[src/rtl/key_gesture_pkg.sv]
// Shared types and default timing constants for the key gesture classifier.
// States are one-hot; counts assume a 50 MHz clock.
package key_gesture_pkg;

   localparam int LONG_CNT_DEF = 75_000_000;
   localparam int DBL_CNT_DEF  = 15_000_000;
   localparam int RPT_CNT_DEF  = 10_000_000;
   localparam int CNT_W_DEF    = 27;

   typedef enum logic [4:0] {
      ST_IDLE   = 5'b00001,
      ST_PRESS1 = 5'b00010,
      ST_WAIT2  = 5'b00100,
      ST_PRESS2 = 5'b01000,
      ST_LHOLD  = 5'b10000
   } state_e;

endpackage

[src/rtl/key_gesture_timer.sv]
// Saturating up-counter with synchronous clear, enable and terminal compare.
// Ports: clk, rst_n, clr, en, limit[CNT_W-1:0] in; tc out (cnt == limit).
module key_gesture_timer
   import key_gesture_pkg::*;
#(
   parameter int CNT_W = CNT_W_DEF
) (
   input  logic             clk,
   input  logic             rst_n,
   input  logic             clr,
   input  logic             en,
   input  logic [CNT_W-1:0] limit,
   output logic             tc
);

   logic [CNT_W-1:0] cnt_q;
   logic [CNT_W-1:0] cnt_d;

   always_comb begin
      cnt_d = cnt_q;
      if (clr) begin
         cnt_d = '0;
      end else if (en && (cnt_q != '1)) begin
         cnt_d = cnt_q + 1'b1;
      end
   end

   always_ff @(posedge clk or negedge rst_n) begin
      if (!rst_n) begin
         cnt_q <= '0;
      end else begin
         cnt_q <= cnt_d;
      end
   end

   assign tc = (cnt_q == limit);

endmodule

[src/rtl/key_gesture_ctrl.sv]
// Click / double-click / long-press classifier behind the key debouncer.
// Ports: clk, rst_n, key_status (0=pressed), key_event in; click_pulse,
// dbl_pulse, long_pulse, rpt_pulse, busy out (all registered).
// Macro KEY_GESTURE_REPEAT_EN enables auto-repeat ticks in LONG_HOLD.
module key_gesture_ctrl
   import key_gesture_pkg::*;
#(
   parameter int LONG_CNT = LONG_CNT_DEF,
   parameter int DBL_CNT  = DBL_CNT_DEF,
   parameter int RPT_CNT  = RPT_CNT_DEF,
   parameter int CNT_W    = CNT_W_DEF
) (
   input  logic clk,
   input  logic rst_n,
   input  logic key_status,
   input  logic key_event,
   output logic click_pulse,
   output logic dbl_pulse,
   output logic long_pulse,
   output logic rpt_pulse,
   output logic busy
);

   state_e state_q;
   state_e state_d;

   logic click_q, click_d;
   logic dbl_q, dbl_d;
   logic long_q, long_d;
   logic busy_q, busy_d;

   logic press;
   logic rel;
   logic tc;
   logic t_clr;
   logic t_en;
   logic [CNT_W-1:0] t_limit;

   assign press = key_event & ~key_status;
   assign rel   = key_event & key_status;

`ifdef KEY_GESTURE_REPEAT_EN
   logic rpt_q, rpt_d;
`endif

   always_comb begin
      state_d = state_q;
      click_d = 1'b0;
      dbl_d   = 1'b0;
      long_d  = 1'b0;
`ifdef KEY_GESTURE_REPEAT_EN
      rpt_d   = 1'b0;
`endif
      case (state_q)
         ST_IDLE: begin
            if (press) state_d = ST_PRESS1;
         end
         ST_PRESS1: begin
            // release beats the long-press terminal count
            if (rel) begin
               state_d = ST_WAIT2;
            end else if (tc) begin
               long_d  = 1'b1;
               state_d = ST_LHOLD;
            end
         end
         ST_WAIT2: begin
            // second press beats the double-click timeout
            if (press) begin
               state_d = ST_PRESS2;
            end else if (tc) begin
               click_d = 1'b1;
               state_d = ST_IDLE;
            end
         end
         ST_PRESS2: begin
            if (rel) begin
               dbl_d   = 1'b1;
               state_d = ST_IDLE;
            end
         end
         ST_LHOLD: begin
            if (rel) begin
               state_d = ST_IDLE;
            end
`ifdef KEY_GESTURE_REPEAT_EN
            else if (tc) begin
               rpt_d = 1'b1;
            end
`endif
         end
         default: begin
            state_d = ST_IDLE;
         end
      endcase
      busy_d = (state_d != ST_IDLE);
   end

   // Counter restarts on every state change; in LONG_HOLD with repeat
   // it also wraps at each tick so the period stays RPT_CNT cycles.
   always_comb begin
      t_clr = (state_d != state_q);
`ifdef KEY_GESTURE_REPEAT_EN
      t_clr = t_clr | rpt_d;
`endif
      t_en = (state_q == ST_PRESS1) |
             (state_q == ST_WAIT2)  |
             (state_q == ST_LHOLD);
      case (state_q)
         ST_PRESS1: t_limit = CNT_W'(LONG_CNT - 1);
         ST_WAIT2:  t_limit = CNT_W'(DBL_CNT - 1);
         ST_LHOLD:  t_limit = CNT_W'(RPT_CNT - 1);
         default:   t_limit = '1;
      endcase
   end

   key_gesture_timer #(
      .CNT_W (CNT_W)
   ) u_timer (
      .clk   (clk),
      .rst_n (rst_n),
      .clr   (t_clr),
      .en    (t_en),
      .limit (t_limit),
      .tc    (tc)
   );

   always_ff @(posedge clk or negedge rst_n) begin
      if (!rst_n) begin
         state_q <= ST_IDLE;
         click_q <= 1'b0;
         dbl_q   <= 1'b0;
         long_q  <= 1'b0;
         busy_q  <= 1'b0;
      end else begin
         state_q <= state_d;
         click_q <= click_d;
         dbl_q   <= dbl_d;
         long_q  <= long_d;
         busy_q  <= busy_d;
      end
   end

`ifdef KEY_GESTURE_REPEAT_EN
   always_ff @(posedge clk or negedge rst_n) begin
      if (!rst_n) begin
         rpt_q <= 1'b0;
      end else begin
         rpt_q <= rpt_d;
      end
   end
   assign rpt_pulse = rpt_q;
`else
   assign rpt_pulse = 1'b0;
`endif

   assign click_pulse = click_q;
   assign dbl_pulse   = dbl_q;
   assign long_pulse  = long_q;
   assign busy        = busy_q;

endmodule
[config.mk]
export PLATFORM = sky130hd
export DESIGN_NAME = key_gesture_ctrl
export DESIGN_NICKNAME = d
export VERILOG_FILES = /design/src/rtl/key_gesture_pkg.sv /design/src/rtl/key_gesture_timer.sv /design/src/rtl/key_gesture_ctrl.sv
export SDC_FILE = /design/constraint.sdc
export NUM_CORES = 1
export LEC_CHECK = 0
export CAP_MARGIN = 0
export CORE_MARGIN = 4
export CORE_UTILIZATION = 54
export CTS_CLUSTER_DIAMETER = 50
export CTS_CLUSTER_SIZE = 12
export DETAILED_ROUTE_END_ITERATION = 6
export HOLD_SLACK_MARGIN = 0.12
export PLACE_DENSITY = 0.79
export SLEW_MARGIN = 20
export SYNTH_ARGS = -nofsm -noshare
export SYNTH_HDL_FRONTEND = slang
export SYNTH_HIERARCHICAL = 1
export SYNTH_SLANG_ARGS = --single-unit
export TNS_END_PERCENT = 1
[constraint.sdc]
create_clock -name clk -period 4.96 [get_ports clk]
set_input_delay 0.744 -clock clk [delete_from_list [all_inputs] [get_ports clk]]
set_output_delay 0.744 -clock clk [all_outputs]
set_load 0.01 [all_outputs]
==> impl_results.md <==
- Antenna-violating nets left: 0
- Antenna violations before repair: 0
- Unrepaired setup endpoints after global routing: false
- Most frequent cell after synthesis: dfrtp_1
- Max Freq: 235 MHz
- Post-synth top area share: 35.0%
- DRT iter0 DRCs: 234
- R2R depth: 18
- Max-cap violations: 0
- Post-synthesis instance total: 275
- Final Cycle Share: 85.7%
- GRT overflow: 0
- Hold slack final: 0.535 ns
- Port bufs: 7
- Drt drc: 0
- Post-synth EDFFs: 0
- Most common library cells after synthesis: 35 x dfrtp_1, 28 x nor2_1, 19 x xor2_1
- Syn Area/Cell: 9.09 um2
- Post-CTS sizing: 0
- Crit path from: state_q[2]$_DFF_PN0_
- Max FO, Critical Path: 31
- Sequential share of the synthesized area: 36.1%
- Final wirelength: 5170 um
- Layout Cells excl Fill: 331
- Status: finished, final reports clean
- Crit Path Class: flip-flop to flip-flop
- Yosys cell types: 56
- Largest net degree at the start of global routing: 37
- Ys flop type: dfrtp_1
- Critical Path RT: 5.13 ns
- Synth-to-Final Area Change: 3.80%
- Die area: 5780 um2
- CTS sink cnt: 36
- Worst R2R Setup Slack: 0.71 ns
- Initial Util: 56.6%
- Cell count after placement: 323
- H-tree depth: 2
- Gr usage total: 19.0%
- Clk_lat worst skew: 0.29 ns
- Tmin final: 4.25 ns
- Clock tree from TritonCTS: done
- DR vias: 2,022
- Worst R2R Start: state_q[2]$_DFF_PN0_
- Reg clk slew, reported paths: 0.07 ns
- FF+latch count, synth: 36
- Area leader, netlist: dfrtp_1
- Worst clock skew: 0.00393 ns
- Final #Nets: 283
- Critical path startpoint category: flip-flop
- Post-CTS setup buffer count: 0
- Core box area: 4410 um2
- Max IR drop VDD: 0.000252 V
- Setup_tns: 0 ns
- DIE WIDTH: 76.0 um
- Tightest Pin Transition: 0.796 ns
- Routability cong.: 0.943
- Slew Limit Headroom: 46.9%
- Setup violators final: 0
- Antenna fix cells: 0
- CP arrival: 4.42 ns
- DIE HEIGHT: 76.0 um
- Pwr/cell area: 306 nW/um2
- First-pass GRT wire length: 9050 um
- Number of global-route vias before repair: 1,867
- Post-Route Utilization: 58.8%
- CTS buffer count: 5
- Yosys warning count: 6
- Type of destination of the critical path: flip-flop
- Clk buf depth: 2
- Worst R2R End: u_timer/cnt_q[2]$_DFFE_PN0P_
- Final hold violations: 0
- I/O pin total: 9
- Worst Setup EP: u_timer/cnt_q[2]$_DFFE_PN0P_
- Routed wire per std cell: 15.6 um
- Synth area leaders: dfrtp_1 35%, xor2_1 6.7%, xnor2_1 6.0%
- Synthesized cell area: 2500 um2
- Hold WC Path Type: input pin to async pin
- Cell leakage power: 0.999 nW
- Row cnt: 24
- Vias/cell: 6.11
- CTS root buffer: clkbuf_8
- Tot Pwr: 0.793 mW
- FFs w/ async S/R, synth: 100%
- Hold buffers post-CTS: 0
- DR pass1 iterations: 5
- DP Wirelength: 3710 um
- Fraction of layout cells with a size suffix above 1: 10.0%
- Final Slew Violations: 0
-- metrics by stage --
step / cell area [um2] / worst slack [ns]
after floorplan: 2520 / 1.08
after global placement: 2510 / 0.876
after detailed placement: 2510 / 0.717
after CTS: 2590 / 0.708
after global routing: 2590 / 0.380
final: 2590 / 0.708
-- cells by family (layout without fill, tap and decap cells) --
| family | after synthesis | count (layout) | share of synthesized area (%) |
|---|---|---|---|
| compound gates | 45 | 45 | 12.0 |
| xor+xnor | 36 | 36 | 12.6 |
| fa+ha+maj | 1 | 1 | 0.500 |
| buf+inv | 29 | 28 | 7.86 |
| flops | 36 | 36 | 36.1 |
| mux | 5 | 5 | 2.15 |
| other cells | 2 | 7 | 0.300 |
| simple gates | 121 | 121 | 28.5 |
-- state kept, by name (all words and copies together) (netlist names) --
register / count
state_q: 5
dbl_pulse: 1
click_pulse: 1
long_pulse: 1
u_timer/cnt_q: 27
busy: 1
-- worst min path at each step --
stage                                        from                            end  slack, ns  cells after the start
CTS                                         rst_n  u_timer/cnt_q[12]$_DFFE_PN0P_       0.57                      1
detailed placement  u_timer/cnt_q[12]$_DFFE_PN0P_  u_timer/cnt_q[12]$_DFFE_PN0P_       0.58                      2
global route                                rst_n   u_timer/cnt_q[0]$_DFFE_PN0P_       0.61                      1
global placement    u_timer/cnt_q[12]$_DFFE_PN0P_  u_timer/cnt_q[12]$_DFFE_PN0P_       0.57                      2
floorplan                                   rst_n                 busy$_DFF_PN0_       0.45                      0
finish                                      rst_n   u_timer/cnt_q[5]$_DFFE_PN0P_       0.54                      1
-- layout by cell type (no fill, tap or decap), types with 7 or more instances in the layout --
cell type / Yosys / routed
inv_1: 11 / 11
conb_1: 2 / 7
xor2_1: 19 / 19
nor2_1: 28 / 28
nand2_1: 16 / 16
nand4_1: 9 / 9
dfrtp_1: 35 / 35
nor4_1: 12 / 12
nand3_1: 12 / 12
or4_1: 8 / 8
a21oi_1: 17 / 17
xnor2_1: 17 / 17
-- layout make-up --
cell class / count / area (um2)
flip-flops and latches: 36 / 902
fillers: 375 / 1820
well taps: 52 / 65.1
clock buffers: 8 / 80.1
repair buffers: 9 / 80.1
multi-input cells: 215 / 1430
inverters: 11 / 41.3
-- report_power, final --
group	total, mW	switching (mW)	internal [mW]
Combinational	0.254	0.159	0.0950
Sequential	0.339	0.0295	0.310
Clock	0.199	0.0997	0.0997
Total	0.793	0.288	0.505
-- critical path: stages, from the launching register on --
cell and delay, ns:
dfrtp_1 0.53, or3_4 0.47, nor3b_4 0.33, inv_1 0.14, nand2_1 0.13, inv_1 0.11, xor2_1 0.15, nor4_1 0.30
nand4_1 0.13, nor4_1 0.29, buf_4 0.20, nand2_1 0.06, mux2i_1 0.13, a22oi_1 0.12, o31a_4 0.14, o2111ai_2 0.16
buf_4 0.34, nor2_1 0.08, mux2_1 0.31
-- routing by layer --
layer	vias to the layer above	track usage (%)	wire length (um)	share of wire, %
met5	-	0	0	0
met4	0	5.52	55	1.1
met3	6	4.85	309	6.0
met2	69	27.7	2390	46
met1	963	27.6	2410	47
li1	984	-	-	-
(Power assumes the default switching activity.)
